## src/rtl/tile_state_ctrl.sv

```systemverilog
// Per-tile game state for the minesweeper board: click edge detection, flag/reveal bookkeeping,
// mine lookup handshake, win/lose detection and a registered read port for the board drawer.
module tile_state_ctrl #(
  parameter int unsigned MAX_DIM = 16,
  parameter int unsigned IDX_W   = 5,
  parameter int unsigned CNT_W   = 9
) (
  input  logic             clk,
  input  logic             rst_n,
  input  logic             bomb,
  input  logic             flag,
  input  logic [IDX_W-1:0] button_index_x,
  input  logic [IDX_W-1:0] button_index_y,
  input  logic [IDX_W-1:0] button_num,
  input  logic [CNT_W-1:0] mine_count,
  input  logic             clear,
  output logic             mine_req,
  output logic [IDX_W-1:0] mine_x,
  output logic [IDX_W-1:0] mine_y,
  input  logic             mine_ack,
  input  logic             mine_hit,
  input  logic [IDX_W-1:0] rd_x,
  input  logic [IDX_W-1:0] rd_y,
  output logic [1:0]       rd_state,
  output logic [CNT_W-1:0] flags_left,
  output logic [CNT_W-1:0] revealed_cnt,
  output logic             busy,
  output logic             game_over,
  output logic             game_won
);

  localparam int unsigned NumTiles = MAX_DIM * MAX_DIM;
  localparam int unsigned AddrW    = $clog2(NumTiles);

  localparam logic [1:0] TileCovered  = 2'b00;
  localparam logic [1:0] TileFlagged  = 2'b01;
  localparam logic [1:0] TileRevealed = 2'b10;
  localparam logic [1:0] TileMine     = 2'b11;

  typedef enum logic [1:0] {StIdle, StLookup, StClear, StEnd} state_e;

  // Also rejects indices beyond the array so an oversized button_num cannot alias tiles.
  function automatic logic in_board(input logic [IDX_W-1:0] x, input logic [IDX_W-1:0] y,
                                    input logic [IDX_W-1:0] n);
    return (x != '0) && (y != '0) && (x <= n) && (y <= n) &&
           (32'(x) <= MAX_DIM) && (32'(y) <= MAX_DIM);
  endfunction

  function automatic logic [AddrW-1:0] tile_addr(input logic [IDX_W-1:0] x,
                                                 input logic [IDX_W-1:0] y);
    return AddrW'((32'(y) - 32'd1) * MAX_DIM + (32'(x) - 32'd1));
  endfunction

  state_e           state_q, state_d;
  logic             bomb_q, flag_q;
  logic             mine_req_q, mine_req_d;
  logic [IDX_W-1:0] mine_x_q, mine_x_d;
  logic [IDX_W-1:0] mine_y_q, mine_y_d;
  logic [CNT_W-1:0] flags_left_q, flags_left_d;
  logic [CNT_W-1:0] revealed_q, revealed_d;
  logic             over_q, over_d;
  logic             won_q, won_d;
  logic [AddrW-1:0] sweep_q, sweep_d;
  logic [1:0]       rd_state_q, rd_state_d;
  logic [1:0]       tiles_q [NumTiles];

  logic             we;
  logic [AddrW-1:0] waddr;
  logic [1:0]       wdata;

  logic             bomb_ev, flag_ev, click_ok, win_now;
  logic [AddrW-1:0] click_addr, look_addr;
  logic [1:0]       click_tile;

  // A simultaneous rise of both buttons counts as a bomb click only.
  assign bomb_ev    = bomb & ~bomb_q;
  assign flag_ev    = flag & ~flag_q & ~bomb_ev;
  assign click_ok   = in_board(button_index_x, button_index_y, button_num);
  assign click_addr = tile_addr(button_index_x, button_index_y);
  assign click_tile = tiles_q[click_addr];
  assign look_addr  = tile_addr(mine_x_q, mine_y_q);
  assign win_now    = (32'(revealed_q) + 32'd1 + 32'(mine_count)) ==
                      (32'(button_num) * 32'(button_num));

  always_comb begin
    state_d      = state_q;
    mine_req_d   = mine_req_q;
    mine_x_d     = mine_x_q;
    mine_y_d     = mine_y_q;
    flags_left_d = flags_left_q;
    revealed_d   = revealed_q;
    over_d       = over_q;
    won_d        = won_q;
    sweep_d      = sweep_q;
    we           = 1'b0;
    waddr        = click_addr;
    wdata        = TileCovered;

    if (clear) begin
      state_d      = StClear;
      sweep_d      = '0;
      mine_req_d   = 1'b0;
      flags_left_d = mine_count;
      revealed_d   = '0;
      over_d       = 1'b0;
      won_d        = 1'b0;
    end else begin
      unique case (state_q)
        StIdle: begin
          if (click_ok) begin
            if (bomb_ev && click_tile == TileCovered) begin
              state_d    = StLookup;
              mine_req_d = 1'b1;
              mine_x_d   = button_index_x;
              mine_y_d   = button_index_y;
            end else if (flag_ev) begin
              if (click_tile == TileCovered && flags_left_q != '0) begin
                we           = 1'b1;
                wdata        = TileFlagged;
                flags_left_d = flags_left_q - 1'b1;
              end else if (click_tile == TileFlagged) begin
                we    = 1'b1;
                wdata = TileCovered;
                if (flags_left_q != '1) flags_left_d = flags_left_q + 1'b1;
              end
            end
          end
        end
        StLookup: begin
          if (mine_ack) begin
            mine_req_d = 1'b0;
            we         = 1'b1;
            waddr      = look_addr;
            if (mine_hit) begin
              wdata   = TileMine;
              over_d  = 1'b1;
              state_d = StEnd;
            end else begin
              wdata = TileRevealed;
              if (revealed_q != '1) revealed_d = revealed_q + 1'b1;
              if (win_now) begin
                won_d   = 1'b1;
                state_d = StEnd;
              end else begin
                state_d = StIdle;
              end
            end
          end
        end
        StClear: begin
          we      = 1'b1;
          waddr   = sweep_q;
          wdata   = TileCovered;
          sweep_d = sweep_q + 1'b1;
          if (sweep_q == AddrW'(NumTiles - 1)) state_d = StIdle;
        end
        StEnd: ;
        default: state_d = StIdle;
      endcase
    end
  end

  // The sweep hides stale tiles from the drawer until every entry has been rewritten.
  always_comb begin
    rd_state_d = TileCovered;
    if (state_q != StClear && in_board(rd_x, rd_y, button_num)) begin
      rd_state_d = tiles_q[tile_addr(rd_x, rd_y)];
    end
  end

  always_ff @(posedge clk or negedge rst_n) begin
    if (!rst_n) begin
      state_q      <= StIdle;
      bomb_q       <= 1'b0;
      flag_q       <= 1'b0;
      mine_req_q   <= 1'b0;
      mine_x_q     <= '0;
      mine_y_q     <= '0;
      flags_left_q <= '0;
      revealed_q   <= '0;
      over_q       <= 1'b0;
      won_q        <= 1'b0;
      sweep_q      <= '0;
      rd_state_q   <= TileCovered;
    end else begin
      state_q      <= state_d;
      bomb_q       <= bomb;
      flag_q       <= flag;
      mine_req_q   <= mine_req_d;
      mine_x_q     <= mine_x_d;
      mine_y_q     <= mine_y_d;
      flags_left_q <= flags_left_d;
      revealed_q   <= revealed_d;
      over_q       <= over_d;
      won_q        <= won_d;
      sweep_q      <= sweep_d;
      rd_state_q   <= rd_state_d;
    end
  end

  always_ff @(posedge clk or negedge rst_n) begin
    if (!rst_n) begin
      for (int i = 0; i < int'(NumTiles); i++) tiles_q[i] <= TileCovered;
    end else if (we) begin
      tiles_q[waddr] <= wdata;
    end
  end

  assign mine_req     = mine_req_q;
  assign mine_x       = mine_x_q;
  assign mine_y       = mine_y_q;
  assign rd_state     = rd_state_q;
  assign flags_left   = flags_left_q;
  assign revealed_cnt = revealed_q;
  assign busy         = (state_q == StClear);
  assign game_over    = over_q;
  assign game_won     = won_q;

endmodule
```

## config.mk

```make
export PLATFORM = sky130hd
export DESIGN_NAME = tile_state_ctrl
export DESIGN_NICKNAME = d
export VERILOG_FILES = /design/src/rtl/tile_state_ctrl.sv
export SDC_FILE = /design/constraint.sdc
export NUM_CORES = 2
export LEC_CHECK = 0
export BUFFER_PORTS_ARGS = -buffer_cell sky130_fd_sc_hd__buf_4
export CORE_MARGIN = 10
export CORE_UTILIZATION = 35
export CTS_BUF_LIST = sky130_fd_sc_hd__clkbuf_4 sky130_fd_sc_hd__clkbuf_8
export DETAILED_ROUTE_END_ITERATION = 8
export GPL_TIMING_DRIVEN = 0
export PLACE_DENSITY = 0.56
export SYNTH_ARGS = -nofsm -noshare
export SYNTH_HDL_FRONTEND = slang
export SYNTH_SLANG_ARGS = --single-unit
```

## constraint.sdc

```tcl
create_clock -name clk -period 5.4 [get_ports clk]
set_input_delay 1.08 -clock clk [delete_from_list [all_inputs] [get_ports clk]]
set_output_delay 1.08 -clock clk [all_outputs]
set_load 0.03 [all_outputs]
```

======== Word level (Yosys, flattened, before mapping) ========
Index checks and enable logic that the tools add are counted.
storage, ports and cells
  bits in registers ....................... 557
  logic and storage cells ................. 427
operators by class
  $add $sub $neg .......................... 15
  multiply operators ...................... 1
  order comparisons ....................... 12
  eq/ne operators ......................... 14
  mux-type cells .......................... 66
  bitwise logic cells ..................... 10
  reductions and logical operators ........ 41
operators by type and width
  kind                                                                count
  512-bit bitwise mux                                                 1
  9-bit 2-to-1 mux                                                    13
  2-bit binary-select mux with 8-bit select                           2
  8-bit 2-to-1 mux                                                    4
  2-bit 2-to-1 mux                                                    15
  9-bit greater-or-equal comparator, second input constant            3
  8-bit inverter with 9-bit output                                    3
  1-bit 2-to-1 mux                                                    25
  8-bit by 6-bit adder with 8-bit output                              3
  5-bit less-or-equal comparator                                      4
  5-bit less-or-equal comparator, second input constant               4
  5-bit nonzero test                                                  4
  9-bit by 1-bit adder with 9-bit output, second input constant       2
  9-bit inequality test, second input constant                        2
  2-bit nonzero test                                                  9
  5-bit by 1-bit subtractor with 6-bit output, second input constant  3
  2-bit demux with 8-bit select                                       1
  8-bit case mux with 2 select lines                                  1
  4-bit AND reduction                                                 4
  1-bit logical AND                                                   14
  4-bit by 1-bit subtractor with 4-bit output, second input constant  3
  10-bit by 9-bit adder with 11-bit output                            1
  11-bit by 10-bit equality test with 1-bit output                    1
  9-bit by 1-bit adder with 10-bit output, second input constant      1
  23 further kinds                                                    36

======== Logic depth before layout (Yosys ltp) ========
  depth after elaboration ................. 15
  gate-level depth with buffers ........... 29

======== Least setup slack after synthesis ========
No wires, ideal clock.
  kind .................................... input to register
  from .................................... input port button_index_x[0]
  to ...................................... register flags_left_q[8] (netlist: flags_left[8])
  setup time .............................. 139 ps
  arrival time ............................ 6337 ps
  data required time ...................... 5261 ps
  slack ................................... -1077 ps
  cell stages on the path ................. 27
  path buffers ............................ 7
  cells stage by stage .................... buf_2 -> buf_6 -> buf_2 -> buf_2 -> inv_1 -> ha_1 -> clkbuf_1 -> buf_1 -> clkbuf_1 -> mux4_2 -> nand2_1 -> nand3_1 -> nand4_1 -> nand4b_4 -> o22ai_1 -> nand2_1 -> inv_1 -> ha_1 -> nor2b_1 -> o21ai_0 -> a21oi_1 -> o21ai_0 -> a21oi_1 -> o21ai_0 -> nand3_1 -> o221ai_1 -> a221oi_1
between the ends
  cells in the longest elaborated chain, start to end .. 14
ends and longest elaborated chain
  what                                                    line      RTL
  from (decl)                                             12        input logic [IDX_W-1:0] button_index_x,
  5-bit by 1-bit subtractor with 6-bit output             51        return AddrW'((32'(y) - 32'd1) * MAX_DIM + (32'(x) - 32'd1));
  8-bit by 6-bit adder with 8-bit output                  51
  8-bit inverter with 9-bit output (not written as such)  80        assign click_tile = tiles_q[click_addr];
  2-bit binary-select mux with 8-bit select               80
  2-bit 2-to-1 mux (not written as such) (2 in series)    80
  2-bit zero test                                         111, 117
  1-bit logical AND                                       117       if (click_tile == TileCovered && flags_left_q != '0) begin
  9-bit 2-to-1 mux                                        117
  9-bit 2-to-1 mux                                        116       end else if (flag_ev) begin
  9-bit 2-to-1 mux                                        111       if (bomb_ev && click_tile == TileCovered) begin
  9-bit 2-to-1 mux                                        110       if (click_ok) begin
  9-bit 2-to-1 mux                                        108       unique case (state_q)
  9-bit 2-to-1 mux                                        99        if (clear) begin
  to (signal assigned)                                    192       flags_left_q <= flags_left_d;
  to (decl)                                               59        logic [CNT_W-1:0] flags_left_q, flags_left_d;
Several ways; a longest one is shown, not always the timed one. The select of a mux whose other input is x is not followed.
A chain may end at the register's enable or synchronous reset.

======== Worst setup path in the final report ========
  from .................................... input port button_index_x[0]
  to ...................................... register tiles_q[348] (netlist bit)
between the ends
  cells in the longest elaborated chain, start to end .. 15
ends and longest elaborated chain
  what                                                    line      RTL
  5-bit by 1-bit subtractor with 6-bit output             51
  8-bit by 6-bit adder with 8-bit output                  51
  8-bit inverter with 9-bit output (not written as such)  80
  2-bit binary-select mux with 8-bit select               80
  2-bit 2-to-1 mux (not written as such) (2 in series)    80
  2-bit zero test                                         111, 117
  1-bit logical AND                                       117
  1-bit 2-to-1 mux                                        117
  1-bit 2-to-1 mux                                        116
  1-bit 2-to-1 mux                                        111
  1-bit 2-to-1 mux                                        110
  2-bit case mux with 2 select lines                      108
  2-bit 2-to-1 mux                                        99
  512-bit bitwise mux                                     205       tiles_q[waddr] <= wdata;
  to (signal, indexed assignment)                         205
  to (decl)                                               65        logic [1:0] tiles_q [NumTiles];
Several ways; a longest one is shown, not always the timed one. The select of a mux whose other input is x is not followed.

==> results.md <==
* Maximum fanout along the worst path at 10
* Yosys top cell area share at 0.4100
* Most common cell after layout, fill and taps aside: dfrtp_1
* Required time reported for the critical path endpoint at about 6100 ps
* Total Die Area at 0.1100 mm^2
* Post-Synthesis Cell Area at between 0.03 and 0.04 mm^2
* Slowest Stage Delay on Critical Path at roughly 570 ps
* CTS Buffer Depth at 3
* Finished Layout Cells at around 4200
* Area growth from synthesis to layout at 16.82%
* Worst-path cell chain: buf_8 > buf_16 > buf_12 > inv_8 > ha_4 > clkbuf_4 > buf_6 > mux4_2 > mux2i_1 > a32oi_1 > nand4_1 > nand4_1 > o22a_1 > or4_4 > a221oi_4 > buf_12 > buf_6 > buf_2 > mux2_2
* Post-layout power at 11.35 mW
* Latest clock arrival within the worst-skew pair at between 700 and 800 ps
* Count of routing violations after the opening detailed-route iteration at roughly 3000
* Final Hold Vio Count at 0
* Setup violations, final at 0
* Initial DRT Pass Iterations at 6
* Core Area at between 0.09 and 0.1 mm^2
* Average footprint of a synthesized cell at about 13 um^2
* Comb power frac at 0.227
* Sequential share of the synthesized area at 0.4100
* Initial core utilization at 0.3520
* Simple-Gate Fraction of Synth Area at 0.09897
* Largest delay contributor family on the critical path: buffers and inverters
* Estimated wirelength of the detail-placed design at between 80000 and 90000 um
* Post-route cell area at just under 0.04 mm^2
* Commonest cells after routing, fill and taps aside: dfrtp_1, mux2_2, mux4_2, nand3_1, clkbuf_8
* Total count of max-transition violations in the final report at 0
* Period Utilization, post-route at 0.9855
* Maximum number of pins on one net before global-route repair at 118
* Clock period minus worst slack at roughly 5300 ps
* Internal power of the cells at roughly 7.6 mW
* Cell with the biggest individual delay on the critical path: or4_4
* Count of different cell masters after synthesis at 68
* Residual antenna-violating net count after detailed routing at 0
* Yosys warns at 0
* Total wire length at about 120000 um
* Leading post-synthesis cells by cell area: dfrtp_1, mux4_2, mux2_2, nand3_1, ha_1
* Total DRC errors in the routed layout at 0
* Sinks on Clock Net at between 500 and 600
* Via-to-Cell Ratio at 6.086
* Clock power frac at 0.399
* Max-Cap Viols at 0
* Clock tree from TritonCTS: built
* Critical path capture point type: register
* Worst setup skew after layout at between 40 and 50 ps
* Post-synthesis instance total at 2667
* H-Tree Level Count at 3
* Dominant combinational cell family by area after synthesis: multiplexers
* Antenna violations before repair at 4
* Overall overflow remaining after global route at 0
* Clock-pin slew reported for the worst setup and hold paths after clock tree synthesis at 60 ps
* Area share of fa/ha/maj cells after synthesis at 0.02989
* # fillers at about 9100
* Relative contribution of sequential cells to total power at 0.373
* Yosys top cell by area: dfrtp_1
* Slew HR at 0.04389
* Pwr Density at around 290 mW/mm^2
* Root buf cell: clkbuf_8
* Die X-Extent at between 300 and 400 um
* Fraction of power spent switching nets at 0.3324
* Number of storage elements in the synthesis netlist at approximately 560
* Post-Place Worst Slack at -3178 ps
* Sequential cell area at between 0.01 and 0.015 mm^2
* Placement Cell Area at 0.03681 mm^2
* Net load switching power at around 3.8 mW
* Number of primary I/O pins at 75
* Arrival @ worst endpoint at about 6000 ps
* Overall fraction of global-route tracks in use at 0.2177
* Total clock buffers created by CTS at 102
* Synth async-reset ratio at 1.000
* Sort of element at the start of the critical path: input pin
* Post-CTS Hold Fix Bufs at 0
* Fmax achieved at roughly 0.19 GHz
* Fraction of layout instances using a drive strength above 1 at 0.4336
* Flop2flop setup slack at 310 ps
* Leakage power at approximately 18 nW
* WL/cell at 29.11 um
* Placer Congestion at 0.9525
* Count of flip-flops with a built-in enable after synthesis at 0
* Number of cells after detailed placement at just over 4000
* Multiplexer area fraction after synthesis at 0.3787
* Setup slack after layout at 78.50 ps
* Wire length of the first global-routing pass at between 150000 and 200000 um
* Area fraction in compound gates after synthesis at 0.03335
* Worst voltage drop across the vdd grid at ~0.00022 V
* Outcome: complete, no violations
* Final #Nets at 3004
* Path type of the worst min-delay path: in2async
* Slew at the pin closest to its max-slew limit at ~1400 ps
* Via count at between 20000 and 30000
* Vias in the first global route at 26100
* Area of the multi-input gates at 0.01933 mm^2
* Top FF cell, synth: dfrtp_1
* Fraction of synthesized cell area in xor and xnor cells at 0.01612
* Y dimension of the die at between 300 and 400 um
* Number of I/O port buffers at roughly 70
* Worst setup path category: in2reg
* Cell Rows at roughly 110
* Syn nets at 2785
* Critical path buffer and inverter count at 9
-- cell families (layout without fill, tap and decap cells) --
kind of cell / count (synthesis) / after routing
AOI/OAI and AO/OA: 166 / 166
xor gates and xnor gates: 61 / 61
adders and majority gates: 77 / 77
buffers and inverters: 269 / 568
DFF: 557 / 557
muxes: 851 / 851
other: 0 / 1
and+or+nand+nor: 686 / 686
-- Yosys cell counts, drive strengths merged, types with 4 or more instances --
cell	number
a211oi	10
a21o	12
a21oi	38
a22oi	5
a31oi	10
a32oi	11
and2	10
and3	8
buf	111
clkbuf	106
dfrtp	557
fa	7
ha	70
inv	51
mux2	521
mux2i	34
mux4	296
nand2	138
nand2b	6
nand3	199
nand4	117
nand4b	4
nor2	146
nor2b	11
nor3	16
nor4	11
o21a	9
o21ai	30
o22ai	7
o31ai	4
o41ai	4
or3	6
or4	6
xnor2	39
xor2	21
-- cell type report --
type	count	area share
plain buffers	216	0.03050
well taps	1276	0.04020
multi-input cells	1841	0.4869
clock buffers	161	0.05060
diodes	1	0.00006301
repair buffers	116	0.02873
flip-flops and latches	557	0.3510
clock inverters	23	0.006743
inverters	52	0.005293
-- routing by layer --
metal	routed length, um	share of wire	GRT usage	up-vias
met5	16	0.00013	0	-
met2	55980	0.45	0.3373	1319
li1	-	-	-	10700
met1	49000	0.40	0.2799	13450
met3	11470	0.093	0.05561	353
met4	7066	0.057	0.1093	2
-- metrics by stage --
step	TNS, ps	hold slack, ps	util
2_1_floorplan	-161.7	475.8	-
3_3_place_gp	-3368260	487.7	0.3758
3_5_place_dp	-1597990	502.0	0.3812
4_1_cts	0	276.5	0.4096
5_1_grt	-30.30	296.8	0.4112
6_report	0	293.3	0.4112
-- power groups by stage --
stage	Sequential (mW)	Clock, mW	Combinational [mW]
2_1_floorplan	4.32	0	1.35
6_report	4.24	4.53	2.58
4_1_cts	4.24	4.59	2.45
5_1_grt	4.24	4.78	2.70
3_3_place_gp	4.31	0	2.28
3_5_place_dp	4.31	0	2.36
-- flip-flops by register name (all words and copies together), names as in the netlist, 2 cells and up --
signal	count
revealed_cnt	9
tiles_q	512
sweep_q	8
rd_state	2
state_q	2
mine_y	5
flags_left	9
mine_x	5
-- final timing paths --
check	startpoint	to	depth (start not counted)
worst max-delay path	button_index_x[0]	tiles_q[348]	19
worst min register to register	tiles_q[182]	tiles_q[182]	1
worst max register to register	mine_x[2]	tiles_q[333]	13
worst min-delay path	rst_n	tiles_q[156]	1
min in group clk	bomb	bomb_q	1
max in group asynchronous	rst_n	revealed_cnt[7]	4
-- repair_timing --
| item | CTS | global route |
|---|---|---|
| resized for setup | 116 | 33 |
| pin swaps | 8 | 11 |
| setup endpoints to repair | 536 | 358 |
| buffers inserted | 11 | 8 |
Power figures use the tool's default switching activity.
